[config.mk]
export PLATFORM = sky130hd
export DESIGN_NAME = i2c_target
export DESIGN_NICKNAME = d
export VERILOG_FILES = /design/src/rtl/i2c_pkg.sv /design/src/rtl/i2c_bus_sync.sv /design/src/rtl/i2c_target.sv
export SDC_FILE = /design/constraint.sdc
export NUM_CORES = 1
export LEC_CHECK = 0
export BUFFER_PORTS_ARGS = -buffer_cell sky130_fd_sc_hd__buf_2
export CAP_MARGIN = 30
export CORE_ASPECT_RATIO = 1.4
export CORE_MARGIN = 3
export CORE_UTILIZATION = 35
export DETAILED_ROUTE_END_ITERATION = 8
export PLACE_DENSITY = 0.65
export SYNTH_ARGS = -nofsm -noshare
export SYNTH_HDL_FRONTEND = slang
export SYNTH_SLANG_ARGS = --single-unit
[constraint.sdc]
create_clock -name clk -period 3.5 [get_ports clk]
set_input_delay 0.7 -clock clk [delete_from_list [all_inputs] [get_ports clk]]
set_output_delay 0.7 -clock clk [all_outputs]
set_load 0.01 [all_outputs]
[src/rtl/i2c_pkg.sv]
//------------------------------------------------------------------
// i2c_pkg - shared types and constants for the I2C target. Rev 1.0
//------------------------------------------------------------------
`default_nettype none

package i2c_pkg;

    localparam int ADDR_W = 7;

    localparam logic ACK  = 1'b0;
    localparam logic NACK = 1'b1;

    localparam logic [3:0] BIT_CNT_MAX = 4'd8;

    typedef enum logic [2:0] {
        ST_IDLE     = 3'd0,
        ST_ADDR     = 3'd1,
        ST_ADDR_ACK = 3'd2,
        ST_WR_DATA  = 3'd3,
        ST_WR_ACK   = 3'd4,
        ST_RD_DATA  = 3'd5,
        ST_RD_ACK   = 3'd6
    } state_t;

    // Bit counter increment that sticks at BIT_CNT_MAX instead of wrapping.
    function automatic logic [3:0] cnt_inc(input logic [3:0] cnt);
        return (cnt >= BIT_CNT_MAX) ? BIT_CNT_MAX : cnt + 4'd1;
    endfunction

endpackage

`default_nettype wire

[src/rtl/i2c_bus_sync.sv]
//------------------------------------------------------------------
// i2c_bus_sync - SCL/SDA synchronizers and bus event detect. Rev 1.0
//------------------------------------------------------------------
`default_nettype none

module i2c_bus_sync #(
    parameter int SYNC_STAGES = 2
) (
    input  logic clk,
    input  logic rst_n,
    input  logic scl_in,
    input  logic sda_in,
    output logic sda,
    output logic scl_rise,
    output logic scl_fall,
    output logic start_det,
    output logic stop_det
);

    logic [SYNC_STAGES-1:0] scl_ff;
    logic [SYNC_STAGES-1:0] sda_ff;
    logic                   scl_d;
    logic                   scl_s;
    logic                   sda_s;

    assign scl_s = scl_ff[SYNC_STAGES-1];
    assign sda_s = sda_ff[SYNC_STAGES-1];

    // Idle bus is high, so flops reset to 1 to avoid a false START on release.
    always_ff @(posedge clk or negedge rst_n) begin
        if (!rst_n) begin
            scl_ff    <= '1;
            sda_ff    <= '1;
            scl_d     <= 1'b1;
            sda       <= 1'b1;
            scl_rise  <= 1'b0;
            scl_fall  <= 1'b0;
            start_det <= 1'b0;
            stop_det  <= 1'b0;
        end else begin
            scl_ff    <= {scl_ff[SYNC_STAGES-2:0], scl_in};
            sda_ff    <= {sda_ff[SYNC_STAGES-2:0], sda_in};
            scl_d     <= scl_s;
            sda       <= sda_s;
            scl_rise  <= scl_s & ~scl_d;
            scl_fall  <= ~scl_s & scl_d;
            start_det <= scl_s & scl_d & sda & ~sda_s;
            stop_det  <= scl_s & scl_d & ~sda & sda_s;
        end
    end

endmodule

`default_nettype wire

[src/rtl/i2c_target.sv]
//------------------------------------------------------------------
// i2c_target - 7-bit addressed I2C responder engine. Rev 1.0
//------------------------------------------------------------------
`default_nettype none

module i2c_target
    import i2c_pkg::*;
#(
    parameter logic [ADDR_W-1:0] TARGET_ADDR = 7'h50,
    parameter int                SYNC_STAGES = 2
) (
    input  logic       clk,
    input  logic       rst_n,
    input  logic       scl_in,
    input  logic       sda_in,
    output logic       sda_oe,
    output logic [7:0] rx_data,
    output logic       rx_valid,
    input  logic [7:0] tx_data,
    output logic       tx_req,
    output logic       busy,
    output logic       rw_o
);

    logic       sda;
    logic       scl_rise;
    logic       scl_fall;
    logic       start_det;
    logic       stop_det;
    state_t     state;
    logic [3:0] bit_cnt;
    logic [7:0] shift;

    i2c_bus_sync #(
        .SYNC_STAGES (SYNC_STAGES)
    ) u_bus_sync (
        .clk       (clk),
        .rst_n     (rst_n),
        .scl_in    (scl_in),
        .sda_in    (sda_in),
        .sda       (sda),
        .scl_rise  (scl_rise),
        .scl_fall  (scl_fall),
        .start_det (start_det),
        .stop_det  (stop_det)
    );

    always_ff @(posedge clk or negedge rst_n) begin
        if (!rst_n) begin
            state    <= ST_IDLE;
            bit_cnt  <= 4'd0;
            shift    <= 8'h00;
            sda_oe   <= 1'b0;
            rx_data  <= 8'h00;
            rx_valid <= 1'b0;
            tx_req   <= 1'b0;
            busy     <= 1'b0;
            rw_o     <= 1'b0;
        end else begin
            rx_valid <= 1'b0;
            tx_req   <= 1'b0;
            // tx_data is captured in the cycle tx_req is high.
            if (tx_req) begin
                shift <= tx_data;
            end
            if (start_det) begin
                state   <= ST_ADDR;
                bit_cnt <= 4'd0;
                sda_oe  <= 1'b0;
                busy    <= 1'b0;
            end else if (stop_det) begin
                state   <= ST_IDLE;
                bit_cnt <= 4'd0;
                sda_oe  <= 1'b0;
                busy    <= 1'b0;
            end else begin
                case (state)
                    ST_IDLE: begin
                        bit_cnt <= 4'd0;
                    end
                    ST_ADDR: begin
                        if (scl_rise) begin
                            shift <= {shift[6:0], sda};
                            if (bit_cnt == 4'd7) begin
                                bit_cnt <= 4'd0;
                                if (shift[6:0] == TARGET_ADDR) begin
                                    state <= ST_ADDR_ACK;
                                    rw_o  <= sda;
                                    busy  <= 1'b1;
                                end else begin
                                    state <= ST_IDLE;
                                end
                            end else begin
                                bit_cnt <= cnt_inc(bit_cnt);
                            end
                        end
                    end
                    // bit_cnt 0: waiting for the fall that starts the ACK;
                    // bit_cnt 1: waiting for the fall that ends it.
                    ST_ADDR_ACK, ST_WR_ACK: begin
                        if (scl_fall) begin
                            if (bit_cnt == 4'd0) begin
                                sda_oe  <= ~ACK;
                                bit_cnt <= 4'd1;
                                if (state == ST_ADDR_ACK && rw_o) begin
                                    tx_req <= 1'b1;
                                end
                            end else if (state == ST_ADDR_ACK && rw_o) begin
                                state   <= ST_RD_DATA;
                                sda_oe  <= ~shift[7];
                                shift   <= {shift[6:0], 1'b0};
                                bit_cnt <= 4'd1;
                            end else begin
                                state   <= ST_WR_DATA;
                                sda_oe  <= 1'b0;
                                bit_cnt <= 4'd0;
                            end
                        end
                    end
                    ST_WR_DATA: begin
                        if (scl_rise) begin
                            shift <= {shift[6:0], sda};
                            if (bit_cnt == 4'd7) begin
                                rx_data  <= {shift[6:0], sda};
                                rx_valid <= 1'b1;
                                state    <= ST_WR_ACK;
                                bit_cnt  <= 4'd0;
                            end else begin
                                bit_cnt <= cnt_inc(bit_cnt);
                            end
                        end
                    end
                    ST_RD_DATA: begin
                        if (scl_fall) begin
                            if (bit_cnt == BIT_CNT_MAX) begin
                                sda_oe  <= 1'b0;
                                state   <= ST_RD_ACK;
                                bit_cnt <= 4'd0;
                            end else begin
                                sda_oe  <= ~shift[7];
                                shift   <= {shift[6:0], 1'b0};
                                bit_cnt <= cnt_inc(bit_cnt);
                            end
                        end
                    end
                    ST_RD_ACK: begin
                        if (scl_rise) begin
                            if (sda == NACK) begin
                                state <= ST_IDLE;
                                busy  <= 1'b0;
                            end else begin
                                tx_req <= 1'b1;
                                state  <= ST_RD_DATA;
                            end
                        end
                    end
                    default: begin
                        state <= ST_IDLE;
                    end
                endcase
            end
        end
    end

endmodule

`default_nettype wire

### Word-level counts from Yosys, hierarchy flattened

Index checks and enable logic that the tools add are counted.

* add/sub/neg operators: 1
* magnitude comparators: 1
* equality and inequality tests: 22
* mux-type cells: 65
* bitwise operators: 14
* reductions and logical operators: 14

Operator list (number)
* $mux W8: 9
* $mux W3: 13
* $mux W4: 8
* $mux W1: 28
* $ne A4 B1 Y1 const B: 7
* $pmux W8 S3: 1
* $ne A4 B2 Y1 const B: 5
* $pmux W3 S6: 1
* $pmux W4 S4: 1
* $reduce_and A6 Y1: 2
* $reduce_and A10 Y1: 1
* $eq A3 B3 Y1 const B: 3
* $reduce_bool A4 Y1: 2
* $and A1 B1 Y1: 7
* $eq A7 B7 Y1 const B: 1
* $not A1 Y1: 7
* $eq A3 B2 Y1 const B: 2
* $pmux W1 S2: 3
* $reduce_bool A6 Y1: 1
* $reduce_and A5 Y1: 1
* $add A4 B1 Y4 const B: 1
* $eq A4 B3 Y1 const B: 1
* $eq A4 B4 Y1 const B: 1
* $ge A4 B4 Y1 const B: 1
* 9 further kinds: 10

* register bits: 38
* input port bits: 12
* output and inout port bits: 13

### Longest topological paths before layout

* depth in word-level cells: 8
* mapped depth: 7

### Hierarchy

Synthesis repeated with hierarchy kept, for this count alone.

* cells, all modules: 185
* area, all modules: 2088.3 um^2

By module, submodules not included
* i2c_target: times used 1, cells each 171, area an instance 1798.0 um^2, sequential area each 700.7 um^2
* i2c_bus_sync: times used 1, cells each 14, area an instance 290.3 um^2, sequential area each 257.7 um^2

### Worst setup path before layout

No wires, ideal clock.

* path kind: flip-flop to flip-flop
* start point: reg bit_cnt[0]
* end point: reg shift[1]
* setup time: 125 ps
* arrival time: 1711 ps
* data required time: 3375 ps
* setup slack: 1664 ps
* cell stages (with the launch flop): 8
* clock period less this slack: 1836 ps
* cell sequence: dfrtp_1 inv_1 ha_1 nor3b_2 nor3_1 o21ai_1 a21oi_4 mux2_2

* word-level cells in the longest chain between the ends: 6
* elaborated cells on any way between the ends: 9

RTL lines
* from (decl): RTL line i2c_target.sv:31 `logic [3:0] bit_cnt;`
* from (signal assigned): RTL line i2c_target.sv:94 `bit_cnt <= cnt_inc(bit_cnt);`
* from (signal assigned): RTL line i2c_target.sv:129 `bit_cnt <= cnt_inc(bit_cnt);`
* from (signal assigned): RTL line i2c_target.sv:142 `bit_cnt <= cnt_inc(bit_cnt);`
* $eq A4 B4 Y1 or $logic_not A4 Y1 (tied branches): RTL line i2c_target.sv:135, i2c_target.sv:102
* $mux W8 (on tied branches): RTL line i2c_target.sv:135, i2c_target.sv:102
* $mux W8 (on tied branches): RTL line i2c_target.sv:134, i2c_target.sv:101
* $pmux W8 S3 (*): RTL line i2c_target.sv:77 `case (state)`
* $mux W8 (*): RTL line i2c_target.sv:71 `end else if (stop_det) begin`
* $mux W8 (*): RTL line i2c_target.sv:66 `if (start_det) begin`
* to (signal assigned): RTL line i2c_target.sv:64 `shift <= tx_data;`
* to (signal assigned): RTL line i2c_target.sv:83 `shift <= {shift[6:0], sda};`
* to (signal assigned): RTL line i2c_target.sv:141 `shift <= {shift[6:0], 1'b0};`
* to (decl): RTL line i2c_target.sv:32 `logic [7:0] shift;`

Mark *: on every way between the ends. The rest lies on a longest branch, timed or not.
A chain may end at the register's enable or synchronous reset.

### Worst setup path in the final report

* start point: reg state[2]
* end point: reg rx_data[4]

* word-level cells in the longest chain between the ends: 2

RTL lines
* from (decl): RTL line i2c_target.sv:30 `state_t state;`
* from (signal assigned): RTL line i2c_target.sv:50 `state <= ST_IDLE;`
* from (signal assigned): RTL line i2c_target.sv:67 `state <= ST_ADDR;`
* from (signal assigned): RTL line i2c_target.sv:72 `state <= ST_IDLE;`
* $eq A3 B2 Y1: RTL line i2c_target.sv:77
* $reduce_and A5 Y1 (no line)
* to (signal assigned): RTL line i2c_target.sv:124 `rx_data <= {shift[6:0], sda};`
* to (decl): RTL line i2c_target.sv:17 `output logic [7:0] rx_data,`

Every way passes these cells.

==> metrics.txt <==
status=finished, final reports clean; initial antenna violation count=0; cell area after synthesis=0.001966 mm^2; dpl ws=1255 ps; maximum clock frequency=444.0 MHz; Clock Latency Late Sink=290 ps; leading post-synthesis cells by cell area=dfrtp_1, mux2_2, dfstp_2; CTS hold repair buffers=0; setup tns final=0 ps; Max Transition Viols Final=0; share of the synthesized area in the top cell type=40.74%; share of layout cells above drive strength 1=34.98%; grt ovf=0; Reg clk slew, reported paths=70 ps; Layout fillers=514; Avg Synthesized Cell Area=11.11 um^2; Worst EP required=3670 ps; dpl cells=261; vias per cell=5.420; Seq/Total Area, Yosys=48.76%; 1st-pass router iterations=4; Arrival @ worst endpoint=2420 ps; WL final=3.990 mm; power per cell area=447.6 mW/mm^2; Main synth FF type=dfrtp_1; CTS tree=yes; Placed Area=0.002137 mm^2; Slew HR=44.43%; Initial Util=36.99%; Residual DRC=0; post-route cell area=0.002228 mm^2; vias in the first global route=1415; peak fanout along the critical path=22; number of port buffers=24; Yosys cell types=46; Non-Filler Instances=269; Post-DRT Antenna Nets=0; min Tclk post-route=2252 ps; Die ar.=0.006564 mm^2; Die Y=94.67 um; Worst Tran Pin Value=833.5 ps; post-synthesis register bit count=38; setup bufs post-CTS=0; period utilisation layout=64.35%; Clock Skew=5.258 ps; fin worst setup slack=1248 ps; Top Ports=25; die width=69.34 um; Initial DRC Count=67; routed length per instance=14.83 um; Static Leak=0.9976 nW; largest net degree at the start of global routing=39; Async SR Flop Fraction=100.0%; PostCTS Resize Cnt=0; CP startpoint kind=register; Finished Core Util=41.94%; syn nets=192; worst hold-check path type=reg -> reg; routability cong.=0.8351; H-tree Lvls=2; area leader, netlist=dfrtp_1; Peak VDD IR=0.2493 mV; Std-Cell Rows=31; final hold vios=0; WS Path Type=reg -> reg; Synth Instances=177; Post-synth EDFFs=0; max capacitance violation total=0; first-pass GRT wire length=6.755 mm; clk buf depth=2; placeable core area=0.005314 mm^2; CTS buffer count=5; GRT Util Overall=12.84%; RSZ-0062 raised after global routing=false; CTS Root Cell=clkbuf_8; crit end category=register; Ys Warns=0; fin nets=217; ant diodes=0; synth-to-layout area growth=13.37%; post-DP HPWL=2.883 mm; clock sink count=38; Vias=1458; setup violators final=0
-- power by group --
group / total, mW / internal (mW) / leakage (nW) / switching [mW]
Combinational: 0.163 / 0.0814 / 0.451 / 0.0816
Sequential: 0.530 / 0.482 / 0.498 / 0.0486
Clock: 0.304 / 0.159 / 0.0482 / 0.146
Total: 0.997 / 0.722 / 0.998 / 0.276
-- cells in the final DEF (no fill, tap or decap), types with 2 or more instances in the layout --
cell	netlist	routed
dfrtp_1	32	32
mux2_2	24	24
buf_2	1	24
nand2_1	13	13
a21oi_1	11	11
nor2_1	8	8
nand2b_1	7	7
nor2b_1	7	7
o21ai_0	7	7
clkbuf_8	0	6
dfstp_2	6	6
nor3_1	5	5
inv_1	4	4
nand3_1	4	4
nor3b_1	4	4
nand3b_1	3	3
o31ai_1	3	3
ha_1	3	3
or2_2	2	2
mux2i_1	2	2
o22ai_1	2	2
a31o_2	2	2
-- stage by stage --
| stage | hold WS [ps] | total power, mW |
|---|---|---|
| floorplan | 345.2 | 0.6497 |
| global placement | 348.5 | 0.6967 |
| detailed placement | 349.1 | 0.6990 |
| CTS | 359.6 | 1.011 |
| global route | 358.8 | 1.055 |
| finish | 354.2 | 0.9975 |
-- final cells by class --
class	count	area, um^2	share of cell area, %
clock inverter	1	5.005	0.2246
clock buffer	7	86.33	3.874
tap	66	82.58	3.706
timing repair buffer	24	120.1	5.390
inverter	4	15.01	0.6738
sequential	38	958.4	43.01
multi-input combinational	129	960.9	43.12
-- path summary, 6_finish.rpt --
path / depth (start not counted) / endpoint / slack (ps) / from
max: 4 / rx_data[4]$_DFFE_PN0P_ / 1250 / state[2]$_DFFE_PN0P_
max reg2reg: 4 / rx_data[4]$_DFFE_PN0P_ / 1250 / state[2]$_DFFE_PN0P_
max in group asynchronous: 1 / bit_cnt[1]$_DFFE_PN0P_ / 2460 / rst_n
min reg2reg: 0 / u_bus_sync.scl_ff[1]$_DFF_PN1_ / 350 / u_bus_sync.scl_ff[0]$_DFF_PN1_
min in group asynchronous: 1 / u_bus_sync.stop_det$_DFF_PN0_ / 500 / rst_n
min: 0 / u_bus_sync.scl_ff[1]$_DFF_PN1_ / 350 / u_bus_sync.scl_ff[0]$_DFF_PN1_
-- cell usage after synthesis, types with 2 or more instances --
master,instances
o31ai_1,3
or2_2,2
a21oi_1,11
clkbuf_1,2
nand3b_1,3
o21ai_0,7
buf_4,2
ha_1,3
nand3_1,4
dfrtp_1,32
a31o_2,2
nor2_1,8
o22ai_1,2
nor2b_1,7
mux2_2,24
nor3_1,5
mux2i_1,2
dfstp_2,6
nand2b_1,7
inv_1,4
nand2_1,13
nor3b_1,4
-- cells by family after synthesis --
group           count (synthesis)  share of synthesized area, %
mux                            26                         14.77
flops                          38                         48.76
fa+ha+maj                       3                         1.910
simple gates                   63                         18.59
buf+inv                        10                         2.354
compound gates                 37                         13.62
-- critical path, stage by stage (launching register included) --
cell	delay [ps]
dfrtp_1	600
and2b_2	360
nand2_1	120
nor3_2	640
mux2_2	410
-- per-layer routing --
| layer | GRT usage, % | part of all wire, % | up-vias |
|---|---|---|---|
| li1 | - | - | 695 |
| met1 | 16.11 | 43 | 718 |
| met2 | 20.94 | 51 | 34 |
| met3 | 2.343 | 2.9 | 11 |
| met4 | 7.003 | 3.1 | 0 |
| met5 | 0 | 0 | - |
-- state kept, by name, indices dropped and copies added (netlist names), 2 cells and up --
name and cells:
shift 8, state 3, rx_data 8, u_bus_sync.sda_ff 2, u_bus_sync.scl_ff 2, bit_cnt 4
Note: power is estimated with default switching activity, not from simulation.
